<file path="src/rtl/helios_loader_pkg.sv">
// Shared sizing helpers and issue-FSM state encoding for the syndrome round loader.
package helios_loader_pkg;

  typedef logic [1:0] loader_state_t;

  localparam loader_state_t StIdle  = 2'd0;
  localparam loader_state_t StStart = 2'd1;
  localparam loader_state_t StWait  = 2'd2;

  function automatic int unsigned measurement_rounds(input int unsigned dx,
                                                     input int unsigned dz);
    return (dx > dz) ? dx : dz;
  endfunction

  function automatic int unsigned pu_count(input int unsigned dx, input int unsigned dz);
    return dx * dz * measurement_rounds(dx, dz);
  endfunction

  function automatic int unsigned word_count(input int unsigned dx, input int unsigned dz,
                                             input int unsigned width);
    return (pu_count(dx, dz) + width - 1) / width;
  endfunction

endpackage

</file>
<file path="src/rtl/syndrome_word_assembler.sv">
// Tracks the word index of the round being streamed in, checks framing against s_last,
// and issues one bank write per accepted word.
module syndrome_word_assembler #(
  parameter int unsigned WORD_WIDTH = 32,
  parameter int unsigned WORDS      = 4,
  parameter int unsigned IDX_W      = 2
) (
  input  logic                  clk,
  input  logic                  reset,
  input  logic                  word_accept,
  input  logic [WORD_WIDTH-1:0] s_data,
  input  logic                  s_last,
  output logic                  wr_en,
  output logic [IDX_W-1:0]      wr_idx,
  output logic [WORD_WIDTH-1:0] wr_data,
  output logic                  bank_complete,
  output logic                  frame_err
);

  logic [IDX_W-1:0] idx_q, idx_d;
  logic             drop_q, drop_d;
  logic             is_final;

  assign is_final = (idx_q == IDX_W'(WORDS - 1));
  assign wr_idx   = idx_q;
  assign wr_data  = s_data;

  always_comb begin
    idx_d         = idx_q;
    drop_d        = drop_q;
    wr_en         = 1'b0;
    bank_complete = 1'b0;
    frame_err     = 1'b0;
    if (word_accept) begin
      if (drop_q) begin
        // Swallow everything up to and including the next s_last.
        if (s_last) begin
          drop_d = 1'b0;
          idx_d  = '0;
        end
      end else if (s_last && !is_final) begin
        frame_err = 1'b1;
        idx_d     = '0;
      end else if (is_final && !s_last) begin
        frame_err = 1'b1;
        drop_d    = 1'b1;
        idx_d     = '0;
      end else begin
        wr_en = 1'b1;
        if (is_final) begin
          bank_complete = 1'b1;
          idx_d         = '0;
        end else begin
          idx_d = idx_q + 1'b1;
        end
      end
    end
  end

  always_ff @(posedge clk) begin
    if (!reset) begin
      idx_q  <= '0;
      drop_q <= 1'b0;
    end else begin
      idx_q  <= idx_d;
      drop_q <= drop_d;
    end
  end

endmodule

</file>
<file path="src/rtl/syndrome_round_loader.sv">
// Ping-pong syndrome round loader feeding the decoder stage controller.
// Optional statistics counters are enabled with SYNDROME_LOADER_STATS_EN.
module syndrome_round_loader
  import helios_loader_pkg::*;
#(
  parameter int unsigned CODE_DISTANCE_X = 5,
  parameter int unsigned CODE_DISTANCE_Z = 4,
  parameter int unsigned WORD_WIDTH      = 32,
  parameter int unsigned ROUND_ID_WIDTH  = 16
) (
  input  logic                                                  clk,
  input  logic                                                  reset,
  input  logic [WORD_WIDTH-1:0]                                 s_data,
  input  logic                                                  s_valid,
  input  logic                                                  s_last,
  output logic                                                  s_ready,
  output logic [pu_count(CODE_DISTANCE_X, CODE_DISTANCE_Z)-1:0] is_error_syndromes,
  output logic                                                  new_round_start,
  input  logic                                                  result_valid,
  input  logic                                                  deadlock,
  output logic                                                  busy,
  output logic                                                  round_done,
  output logic                                                  round_aborted,
  output logic [ROUND_ID_WIDTH-1:0]                             round_id,
`ifdef SYNDROME_LOADER_STATS_EN
  output logic [31:0]                                           stat_stall_cycles,
  output logic [31:0]                                           stat_decode_cycles,
`endif
  output logic                                                  frame_error
);

  localparam int unsigned PuCount = pu_count(CODE_DISTANCE_X, CODE_DISTANCE_Z);
  localparam int unsigned Words   = word_count(CODE_DISTANCE_X, CODE_DISTANCE_Z, WORD_WIDTH);
  localparam int unsigned IdxW    = (Words > 1) ? $clog2(Words) : 1;
  localparam int unsigned WideW   = Words * WORD_WIDTH;
  localparam logic [WideW-1:0] WordOnes = WideW'({WORD_WIDTH{1'b1}});

  loader_state_t           state_q, state_d;
  logic                    pending_q, fill_sel_q, disp_sel_q, rv_prev_q, frame_error_q;
  logic [PuCount-1:0]      bank_q [2];
  logic [ROUND_ID_WIDTH-1:0] round_id_q;

  logic                    word_accept, wr_en, bank_complete, frame_err;
  logic [IdxW-1:0]         wr_idx;
  logic [WORD_WIDTH-1:0]   wr_data;
  logic [PuCount-1:0]      wr_mask, wr_bits;
  logic                    issue, done;

  syndrome_word_assembler #(
    .WORD_WIDTH (WORD_WIDTH),
    .WORDS      (Words),
    .IDX_W      (IdxW)
  ) u_assembler (
    .clk           (clk),
    .reset         (reset),
    .word_accept   (word_accept),
    .s_data        (s_data),
    .s_last        (s_last),
    .wr_en         (wr_en),
    .wr_idx        (wr_idx),
    .wr_data       (wr_data),
    .bank_complete (bank_complete),
    .frame_err     (frame_err)
  );

  // Both banks hold a round only when one is pending while another is issued.
  assign s_ready     = reset & ~(pending_q & (state_q != StIdle));
  assign word_accept = s_valid & s_ready;

  assign issue = reset & (state_q == StIdle) & pending_q;
  assign done  = reset & (state_q == StWait) & ((result_valid & ~rv_prev_q) | deadlock);

  assign new_round_start    = issue;
  assign round_done         = done;
  assign round_aborted      = done & deadlock;
  assign busy               = (state_q != StIdle);
  assign round_id           = round_id_q;
  assign frame_error        = frame_error_q;
  // The pending bank is displayed already in the issue cycle.
  assign is_error_syndromes = bank_q[issue ? ~fill_sel_q : disp_sel_q];

  assign wr_mask = PuCount'(WordOnes << (int'(wr_idx) * WORD_WIDTH));
  assign wr_bits = PuCount'({Words{wr_data}});

  always_comb begin
    state_d = state_q;
    unique case (state_q)
      StIdle:  if (issue) state_d = StStart;
      StStart: state_d = StWait;
      StWait:  if (done) state_d = StIdle;
      default: state_d = StIdle;
    endcase
  end

  always_ff @(posedge clk) begin
    if (!reset) begin
      state_q       <= StIdle;
      pending_q     <= 1'b0;
      fill_sel_q    <= 1'b0;
      disp_sel_q    <= 1'b0;
      rv_prev_q     <= 1'b0;
      frame_error_q <= 1'b0;
      round_id_q    <= '0;
      bank_q[0]     <= '0;
      bank_q[1]     <= '0;
    end else begin
      state_q   <= state_d;
      rv_prev_q <= result_valid;
      if (frame_err) frame_error_q <= 1'b1;
      if (bank_complete) begin
        pending_q  <= 1'b1;
        fill_sel_q <= ~fill_sel_q;
      end else if (issue) begin
        pending_q <= 1'b0;
      end
      if (issue) begin
        disp_sel_q <= ~fill_sel_q;
        round_id_q <= round_id_q + 1'b1;
      end
      if (wr_en) bank_q[fill_sel_q] <= (bank_q[fill_sel_q] & ~wr_mask) | (wr_bits & wr_mask);
    end
  end

`ifdef SYNDROME_LOADER_STATS_EN
  logic [31:0] stall_q, decode_q, cur_q;

  assign stat_stall_cycles  = stall_q;
  assign stat_decode_cycles = decode_q;

  always_ff @(posedge clk) begin
    if (!reset) begin
      stall_q  <= '0;
      decode_q <= '0;
      cur_q    <= '0;
    end else begin
      if (s_valid && !s_ready && (stall_q != '1)) stall_q <= stall_q + 1'b1;
      if (issue) begin
        cur_q <= '0;
      end else if ((state_q != StIdle) && (cur_q != '1)) begin
        cur_q <= cur_q + 1'b1;
      end
      // cur_q counts cycles before the current one, so the done cycle is added here.
      if (done) decode_q <= (cur_q == '1) ? cur_q : cur_q + 1'b1;
    end
  end
`endif

endmodule

</file>
<file path="config.mk">
export PLATFORM = sky130hd
export DESIGN_NAME = syndrome_round_loader
export DESIGN_NICKNAME = d
export VERILOG_FILES = /design/src/rtl/helios_loader_pkg.sv /design/src/rtl/syndrome_word_assembler.sv /design/src/rtl/syndrome_round_loader.sv
export SDC_FILE = /design/constraint.sdc
export NUM_CORES = 1
export LEC_CHECK = 0
export CAP_MARGIN = 20
export CORE_MARGIN = 2
export CORE_UTILIZATION = 30
export DETAILED_ROUTE_END_ITERATION = 6
export MAX_ROUTING_LAYER = met4
export SLEW_MARGIN = 20
export SYNTH_ARGS = -nofsm -noshare
export SYNTH_HDL_FRONTEND = slang
export SYNTH_SLANG_ARGS = --single-unit
</file>
<file path="constraint.sdc">
create_clock -name clk -period 4.96 [get_ports clk]
set_clock_uncertainty 0.15 [all_clocks]
set_input_delay 0.992 -clock clk [delete_from_list [all_inputs] [get_ports clk]]
set_output_delay 0.992 -clock clk [all_outputs]
set_load 0.005 [all_outputs]
</file>
==> results of run 1 <==
## per-stage QoR
stage / power (mW) / util [%] / setup WS (ns) / instances / hold slack [ns]
after floorplan: 2.51 / - / 0.568 / 1009 / 0.308
after global placement: 2.75 / 35.9 / 0.403 / 1637 / 0.303
after detailed placement: 2.75 / 35.9 / 0.367 / 1637 / 0.315
after CTS: 4.59 / 37.9 / 0.363 / 1682 / 0.328
after global routing: 4.72 / 38.0 / 0.279 / 1682 / 0.352
final: 4.52 / 38.0 / 0.374 / 1682 / 0.325
## layout make-up
class | count | area share (%)
flip-flops and latches | 227 | 44.4
multi-input cells | 704 | 33.0
repair buffers | 180 | 12.6
clock buffers | 42 | 5.28
well taps | 518 | 4.40
inverters | 8 | 0.204
clock inverters | 3 | 0.119
## critical path: cells and delay by family
family | cells | cell delay (ns)
mux | 2 | 0.66
buf+inv | 4 | 1.49
simple gates | 1 | 0.28
## per-layer routing
layer / wire, µm / global-route usage, % / vias to the layer above
li1: - / - / 3866
met1: 13900 / 19.2 / 3807
met2: 13800 / 23.6 / 177
met3: 1510 / 2.58 / 30
met4: 427 / 2.87 / 0
met5: 0 / - / -
## registers in the layout, summed over array words and instances, names as in the netlist, named ones only
| name | flops |
|---|---|
| bank_q | 200 |
| u_assembler.drop_q | 1 |
| disp_sel_q | 1 |
| round_id | 16 |
| pending_q | 1 |
| frame_error | 1 |
| u_assembler.wr_idx | 2 |
| rv_prev_q | 1 |
| state_q | 2 |
| fill_sel_q | 1 |
## cells in the mapped netlist, drive strengths merged, types with 3 or more instances
library cell	n
nor2b	3
edfxtp	200
o21a	3
nand4	5
a21oi	101
and2	11
inv	8
buf	50
nand3	8
ha	6
or3	6
mux2i	104
nor2	304
dfxtp	27
clkbuf	20
mux2	100
o21ai	9
xnor2	6
nand2	11
a21boi	7
## power groups by stage
stage / Sequential [mW] / Clock [mW] / Combinational (mW)
global route: 2.22 / 1.95 / 0.551
global placement: 2.25 / 0 / 0.500
detailed placement: 2.25 / 0 / 0.505
finish: 2.21 / 1.81 / 0.500
floorplan: 2.24 / 0 / 0.272
CTS: 2.21 / 1.88 / 0.508
## kinds of logic after synthesis
group	after synthesis
xor+xnor	7
flops	227
compound gates	129
fa+ha+maj	6
mux	204
simple gates	358
buf+inv	78
## final timing paths
path	start	end	slack, ns	depth (start not counted)
hold reg to reg	round_id[15]	round_id[15]	0.32	1
setup / recovery	reset	is_error_syndromes[17]	0.37	7
hold / removal	round_id[15]	round_id[15]	0.32	1
setup reg to reg	u_assembler.wr_idx[0]	bank_q[0][10]	1.95	7
==> metrics, run 1 <==
area leader, netlist edfxtp_1; most common cell after layout, fill and taps aside nor2_1; Post-CTS Setup Inserts 0; number of synthesized flops with an enable pin 200; # rows 72; Placed Area ~14000 µm²; Final Max Slew Viols 0; power per cell area between 300 and 400 nW/µm²; root buf cell clkbuf_16; Clk pwr share 40.1%; setup TNS 0 ns; first-pass GRT wire length 45500 µm; Worst IR Drop VDD a little under 0.2 mV; number of fill cells 3754; layout cell share with drive strength beyond 1 13.7%; crit path launch type input port; Period Utilization, post-route between 90% and 100%; aggregate routed wire length 29600 µm; Synth Area in XOR/XNOR less than 1%; die area 41000 µm²; PortBufs approximately 160; Mapped Area between 10000 and 15000 µm²; Crit Path Max Fanout 29; DRC 0; via count of the first global-routing pass 7998; post-synthesis register bit count around 230; diode count 0; Top cell by count, worst path clkdlybuf4s50_1; Detailed Routing Iterations Pass 1 4; Seq/Total Area, Yosys 55.3%; RSZ-0062 raised after global routing false; status complete, no violations; CP required 3.82 ns; area grow syn2layout 24.7%; HPWL after DPL 17800 µm; antenna violations before repair 0; Synth Warn # 0; Sequential cell area 6550 µm²; switching power 1.04 mW; largest net degree at the start of global routing 65; post-synth top area share 50.8%; CTS tree built; total CTS buffers 26; Hold Fails Final Rpt 0; Clock Tree Buf Depth 3; CP max-delay cell clkdlybuf4s50_1; share of power burned in registers between 40% and 50%; LEAKAGE a little over 5 nW; initial DRC count between 400 and 500; Synth Net Count 1053; Comb power frac 11.1%; CP max stage delay 0.50 ns; initial core utilization 30.5%; Die Y ~200 µm; most frequent cells in the layout 304 x nor2_1, 200 x edfxtp_1, 159 x clkdlybuf4s50_1, 103 x mux2i_1, 101 x a21oi_1; Slew HR 43.2%; Avg Vias per Cell between 4 and 5; ys async rst share 0%; H-tree depth 1; post-synth cell types 46; cts repair resizes 0; internal power between 3 and 4 mW; final instance area about 15000 µm²; Final min period 4.59 ns; main combinational cell family by area after synthesis multiplexers; Core Area 38800 µm²; remaining antenna violation count after routing 0; mux share of post-synthesis cell area 20.9%; Worst Setup End Kind primary output; Compound-Gate Fraction of Synth Area a little under 6%; max cap viols 0; Synth Area per Inst between 10 and 15 µm²; switching part of the total power 23.1%; # hold bufs at CTS 0; final net count ~1200; CTS clk-pin slew, worst paths ~0.06 ns; Die X approximately 200 µm; Post-Synth Simple-Gate Area 12.6%; Setup-failing EPs final 0; CP Cell Sequence clkdlybuf4s50_1 -> and4bb_4 -> mux2i_4 -> buf_12 -> buf_4 -> mux2_2 -> clkdlybuf4s50_1; Slew @ Worst Pin 0.852 ns; Sink Count 227; Max Fclk about 220 MHz; min-delay worst type register to register; GPL Wtd Cong approximately 0.76; multi-input logic area 4860 µm²; main flop type after synthesis edfxtp_1; Wirelength per Cell roughly 18 µm; via count ~7900; Cells after Synth 1009; Crit Path Category input port to primary output; adder and majority gate portion of the synthesized area 0.635%; Synth area leaders edfxtp_1 51%, mux2_4 10%, nor2_1 9.6%; Worst Path Arrival 3.44 ns; global route total overflow 0; Clk Latency, worst-skew pair 0.53 ns; num ports 160; GRT Overall Usage 14.6%
(Power assumes the default switching activity.)
==> inputs of run 2 (changes only) <==
--- a/config.mk
+++ b/config.mk
@@ -6,9 +6,11 @@
 export NUM_CORES = 1
 export LEC_CHECK = 0
 export CAP_MARGIN = 20
+export CORE_ASPECT_RATIO = 1.25
 export CORE_MARGIN = 2
 export CORE_UTILIZATION = 30
 export DETAILED_ROUTE_END_ITERATION = 6
+export GPL_ROUTABILITY_DRIVEN = 0
 export MAX_ROUTING_LAYER = met4
 export SLEW_MARGIN = 20
 export SYNTH_ARGS = -nofsm -noshare
==> run 2 against run 1 <==
Effect of this change: hold slack better by 0.0035 ns; die area barely moved; sequential cell count unchanged; register-to-register slack better by 0.02 ns; first-iteration DRC count increased by 12%.
==> metrics, run 2 (same netlist as run 1, synthesis figures left out) <==
number of fill cells 3826; max cap viols 0; Worst IR Drop VDD 0.190 mV; Wirelength per Cell 17.7 µm; initial core utilization 30.3%; Avg Vias per Cell approximately 4.7; HPWL after DPL 17800 µm; Hold WS 0.328 ns; CP max stage delay ~0.48 ns; most common cell after layout, fill and taps aside nor2_1; Post-CTS Setup Inserts 0; Final Max Slew Viols 0; Hold Fails Final Rpt 0; CP required roughly 3.8 ns; die area a little over 40000 µm²; diode count 0; # hold bufs at CTS 0; total CTS buffers 26; Period Utilization, post-route 90.7%; Die Y 226 µm; root buf cell clkbuf_16; # rows 81; via count 7852; Slew HR 26.1%; Buf/Inv on CP 4; crit path launch type input port; Clk Latency, worst-skew pair 0.53 ns; DRC 0; Worst Path Arrival 3.36 ns; aggregate routed wire length a little under 30000 µm; Setup-failing EPs final 0; Die X roughly 180 µm; antenna violations before repair 0; Biggest register bank_q; via count of the first global-routing pass around 7800; max FFs per register 200; setup TNS 0 ns; H-tree depth 1; min-delay worst type register to register; Core Area 39000 µm²; global route total overflow 0; Max Fclk 222 MHz; remaining antenna violation count after routing 0; first-pass GRT wire length between 40000 and 50000 µm; final net count 1188; Crit Path Max Fanout 31; hold_sp frame_error; delay-heaviest family, CP buffers and inverters; CP max-delay cell clkdlybuf4s50_1; Clock Tree Buf Depth 3; largest net degree at the start of global routing 65; crit path launch reset; Crit Path Category input port to primary output; CP Cell Sequence clkdlybuf4s50_1 -> and4bb_4 -> mux2i_4 -> buf_12 -> buf_12 -> mux2_2 -> clkdlybuf4s50_1; layout cell share with drive strength beyond 1 13.6%; Placed Area 13900 µm²; Worst Setup End Kind primary output; Sink Count 227; num ports 160; reg-to-reg critical path startpoint u_assembler.wr_idx[0]; area grow syn2layout 24.0%; Final min period 4.50 ns; initial DRC count 462; RSZ-0062 raised after global routing false; CTS tree built; status complete, no violations; Slew @ Worst Pin 1.11 ns; cts repair resizes 0; power per cell area 311 nW/µm²; most frequent cells in the layout 304 x nor2_1, 200 x edfxtp_1, 159 x clkdlybuf4s50_1, 103 x mux2i_1, 101 x a21oi_1; final instance area about 15000 µm²; LEAKAGE 5.10 nW; Detailed Routing Iterations Pass 1 4; PortBufs 159; GRT Overall Usage 14.4%; CTS clk-pin slew, worst paths 0.06 ns
-- run 2: cell types whose count changed in the layout (fill, tap and decap cells not counted), sizes merged --
cell    delta
bufinv     +2
buf        -3
clkbuf     -9
clkinv     +8
-- run 2: per-layer routing --
| layer | GRT usage (%) | wire (µm) | vias up |
|---|---|---|---|
| met3 | 2.84 | 1700 | 38 |
| met1 | 17.1 | 12300 | 3763 |
| met4 | 4.51 | 653 | 0 |
| li1 | - | - | 3845 |
| met5 | - | 0 | - |
| met2 | 24.5 | 14700 | 206 |
-- run 2: final timing paths --
kind                                 end  slack, ns  cells after the start
setup / recovery  is_error_syndromes[10]       0.46                      7
hold / removal               frame_error       0.33                      1
setup reg to reg           bank_q[0][99]       1.97                      7
hold reg to reg              frame_error       0.33                      1
-- run 2: area by class of cell --
class	count	area (µm²)	share of cell area [%]
Tap cell	498	623	4.25
Multi-Input combinational cell	704	4840	33.0
Clock buffer	33	698	4.76
Clock inverter	13	118	0.802
Inverter	8	30.0	0.205
Sequential cell	227	6550	44.6
Timing Repair Buffer	177	1810	12.4
-- run 2: through the flow --
stage | std cells | power (mW) | setup slack [ns] | utilization (%)
4_1_cts | 1660 | 4.64 | 0.448 | 37.6
2_1_floorplan | 1009 | 2.51 | 0.568 | -
3_5_place_dp | 1614 | 2.75 | 0.451 | 35.5
3_3_place_gp | 1614 | 2.74 | 0.449 | 35.5
6_report | 1660 | 4.57 | 0.462 | 37.6
5_1_grt | 1660 | 4.74 | 0.379 | 37.6
-- run 2: worst register-to-register path: cells and delay by family (launching register included) --
family                     cells  cell delay, ns
and+or+nand+nor                2            0.33
DFF                            1            0.36
adders and majority gates      1            0.35
buffers and inverters          3            1.37
muxes                          1            0.14
-- run 2: power breakdown --
group	total [mW]	internal (mW)	switching, mW
sequential	2.21	2.16	0.0459
clock	1.86	1.09	0.770
combinational	0.493	0.243	0.250
total	4.57	3.50	1.07
==> inputs of run 3 (changes only) <==
--- a/config.mk
+++ b/config.mk
@@ -8,10 +8,11 @@
 export CAP_MARGIN = 20
 export CORE_ASPECT_RATIO = 1.25
 export CORE_MARGIN = 2
-export CORE_UTILIZATION = 30
+export CORE_UTILIZATION = 50
 export DETAILED_ROUTE_END_ITERATION = 6
 export GPL_ROUTABILITY_DRIVEN = 0
 export MAX_ROUTING_LAYER = met4
+export PLACE_DENSITY = 0.74
 export SLEW_MARGIN = 20
 export SYNTH_ARGS = -nofsm -noshare
 export SYNTH_HDL_FRONTEND = slang
==> run 3 against run 2 <==
Effect of this change: die area is 39% lower; hold slack better by 0.0072 ns; routed wire length is 9.1% lower; setup slack worse by 0.14 ns; largest power group unchanged; combinational power is 1% lower; clock-buffer cell count is 8 higher; highest routed layer unchanged.
==> metrics, run 3 (same netlist as run 1, synthesis figures left out) <==
Placed Area 13600 µm²; Period Utilization, post-route between 90 and 100%; root buf cell clkbuf_16; CP max-delay cell clkdlybuf4s50_1; cell depth of the worst setup path 7; area grow syn2layout 20.6%; largest net degree at the start of global routing 90; CP Cell Sequence clkdlybuf4s50_1 -> and4bb_4 -> mux2i_4 -> buf_12 -> buf_12 -> mux2_4 -> clkdlybuf4s50_1; Design Power 4.29 mW; min-delay worst type register to register; Final Max Slew Viols 0; layout cell share with drive strength beyond 1 between 10% and 20%; Hold Fails Final Rpt 0; num ports 160; Final min period between 4 and 5 ns; Buf/Inv on CP 4; status complete, no violations; H-tree depth 1; Die X 142 µm; max FFs per register 200; LEAKAGE 5.03 nW; Slew HR 25.9%; hold path depth 1; switching power about 0.97 mW; Comb power frac 11.4%; Biggest register bank_q; Clk pwr share a little under two fifths; # rows 62; CP max stage delay 0.48 ns; power per cell area 301 nW/µm²; # hold bufs at CTS 0; DRC 0; die area 24900 µm²; Crit Path Category input port to primary output; aggregate routed wire length around 27000 µm; GRT Overall Usage 22.0%; initial DRC count around 630; antenna violations before repair 1; Core Area approximately 23000 µm²; switching part of the total power 22.6%; Sink Count approximately 230; RSZ-0062 raised after global routing false; setup TNS 0 ns; CTS clk-pin slew, worst paths 0.06 ns; Worst Setup End Kind primary output; final instance area 14300 µm²; Post-CTS Setup Inserts 0; Worst Path Arrival 3.50 ns; Setup-failing EPs final 0; Worst Reg-to-Reg Cells 6; most frequent cells in the layout 304 x nor2_1, 200 x edfxtp_1, 159 x clkdlybuf4s50_1, 103 x mux2i_1, 101 x a21oi_1; internal power 3.32 mW; global route total overflow 0; crit path launch type input port; final net count 1185; via count of the first global-routing pass 8134; total CTS buffers 23; cts repair resizes 0; Avg Vias per Cell around 5.5; most common cell after layout, fill and taps aside nor2_1; CTS tree built; Wirelength per Cell 18.4 µm; Detailed Routing Iterations Pass 1 4; via count 7959; remaining antenna violation count after routing 0; Crit Path Max Fanout 33; share of power burned in registers roughly 50%; HPWL after DPL 16500 µm; Max Fclk 215 MHz; Slew @ Worst Pin 1.11 ns; max cap viols 0; Worst IR Drop VDD about 0.26 mV; PortBufs 159; first-pass GRT wire length 42300 µm; Die Y 176 µm; CP required 3.82 ns; Clk Latency, worst-skew pair about 0.5 ns; initial core utilization 51.2%; delay-heaviest family, CP buffers and inverters; Clock Tree Buf Depth 3
[run 3: per-stage QoR]
stage	worst slack, ns	std cells	util [%]	hold slack [ns]
floorplan	0.568	1009	-	0.308
detailed placement	0.325	1404	58.8	0.312
global route	0.229	1446	61.7	0.357
global placement	0.366	1404	58.8	0.302
finish	0.318	1446	61.7	0.335
CTS	0.318	1445	61.7	0.330
[run 3: per-layer routing]
metal	global-route usage (%)	vias to the layer above	share of wire [%]
met3	3.91	38	6.0
met1	26.7	3842	42
met5	-	-	0
met2	38.0	243	50
li1	-	3836	-
met4	5.67	0	1.9
[run 3: final timing paths]
path	from	endpoint	slack, ns
max	reset	is_error_syndromes[32]	0.32
min	round_id[15]	round_id[15]	0.34
max reg2reg	state_q[1]	bank_q[0][81]	2.01
min reg2reg	round_id[15]	round_id[15]	0.34
[run 3: layout make-up]
type                       count  area [µm²]
antenna                        1        2.50
inverter                       8        30.0
tap                          288         360
multi-input combinational    704        4840
timing repair buffer         177        1810
sequential                   227        6550
fill                        1882        8850
clock buffer                  41         673
[run 3: power groups by stage]
stage | sequential (mW) | combinational, mW | clock (mW)
final | 2.21 | 0.488 | 1.59
after global routing | 2.22 | 0.536 | 1.69
after CTS | 2.21 | 0.492 | 1.62
after detailed placement | 2.25 | 0.489 | 0
after global placement | 2.25 | 0.480 | 0
after floorplan | 2.24 | 0.272 | 0
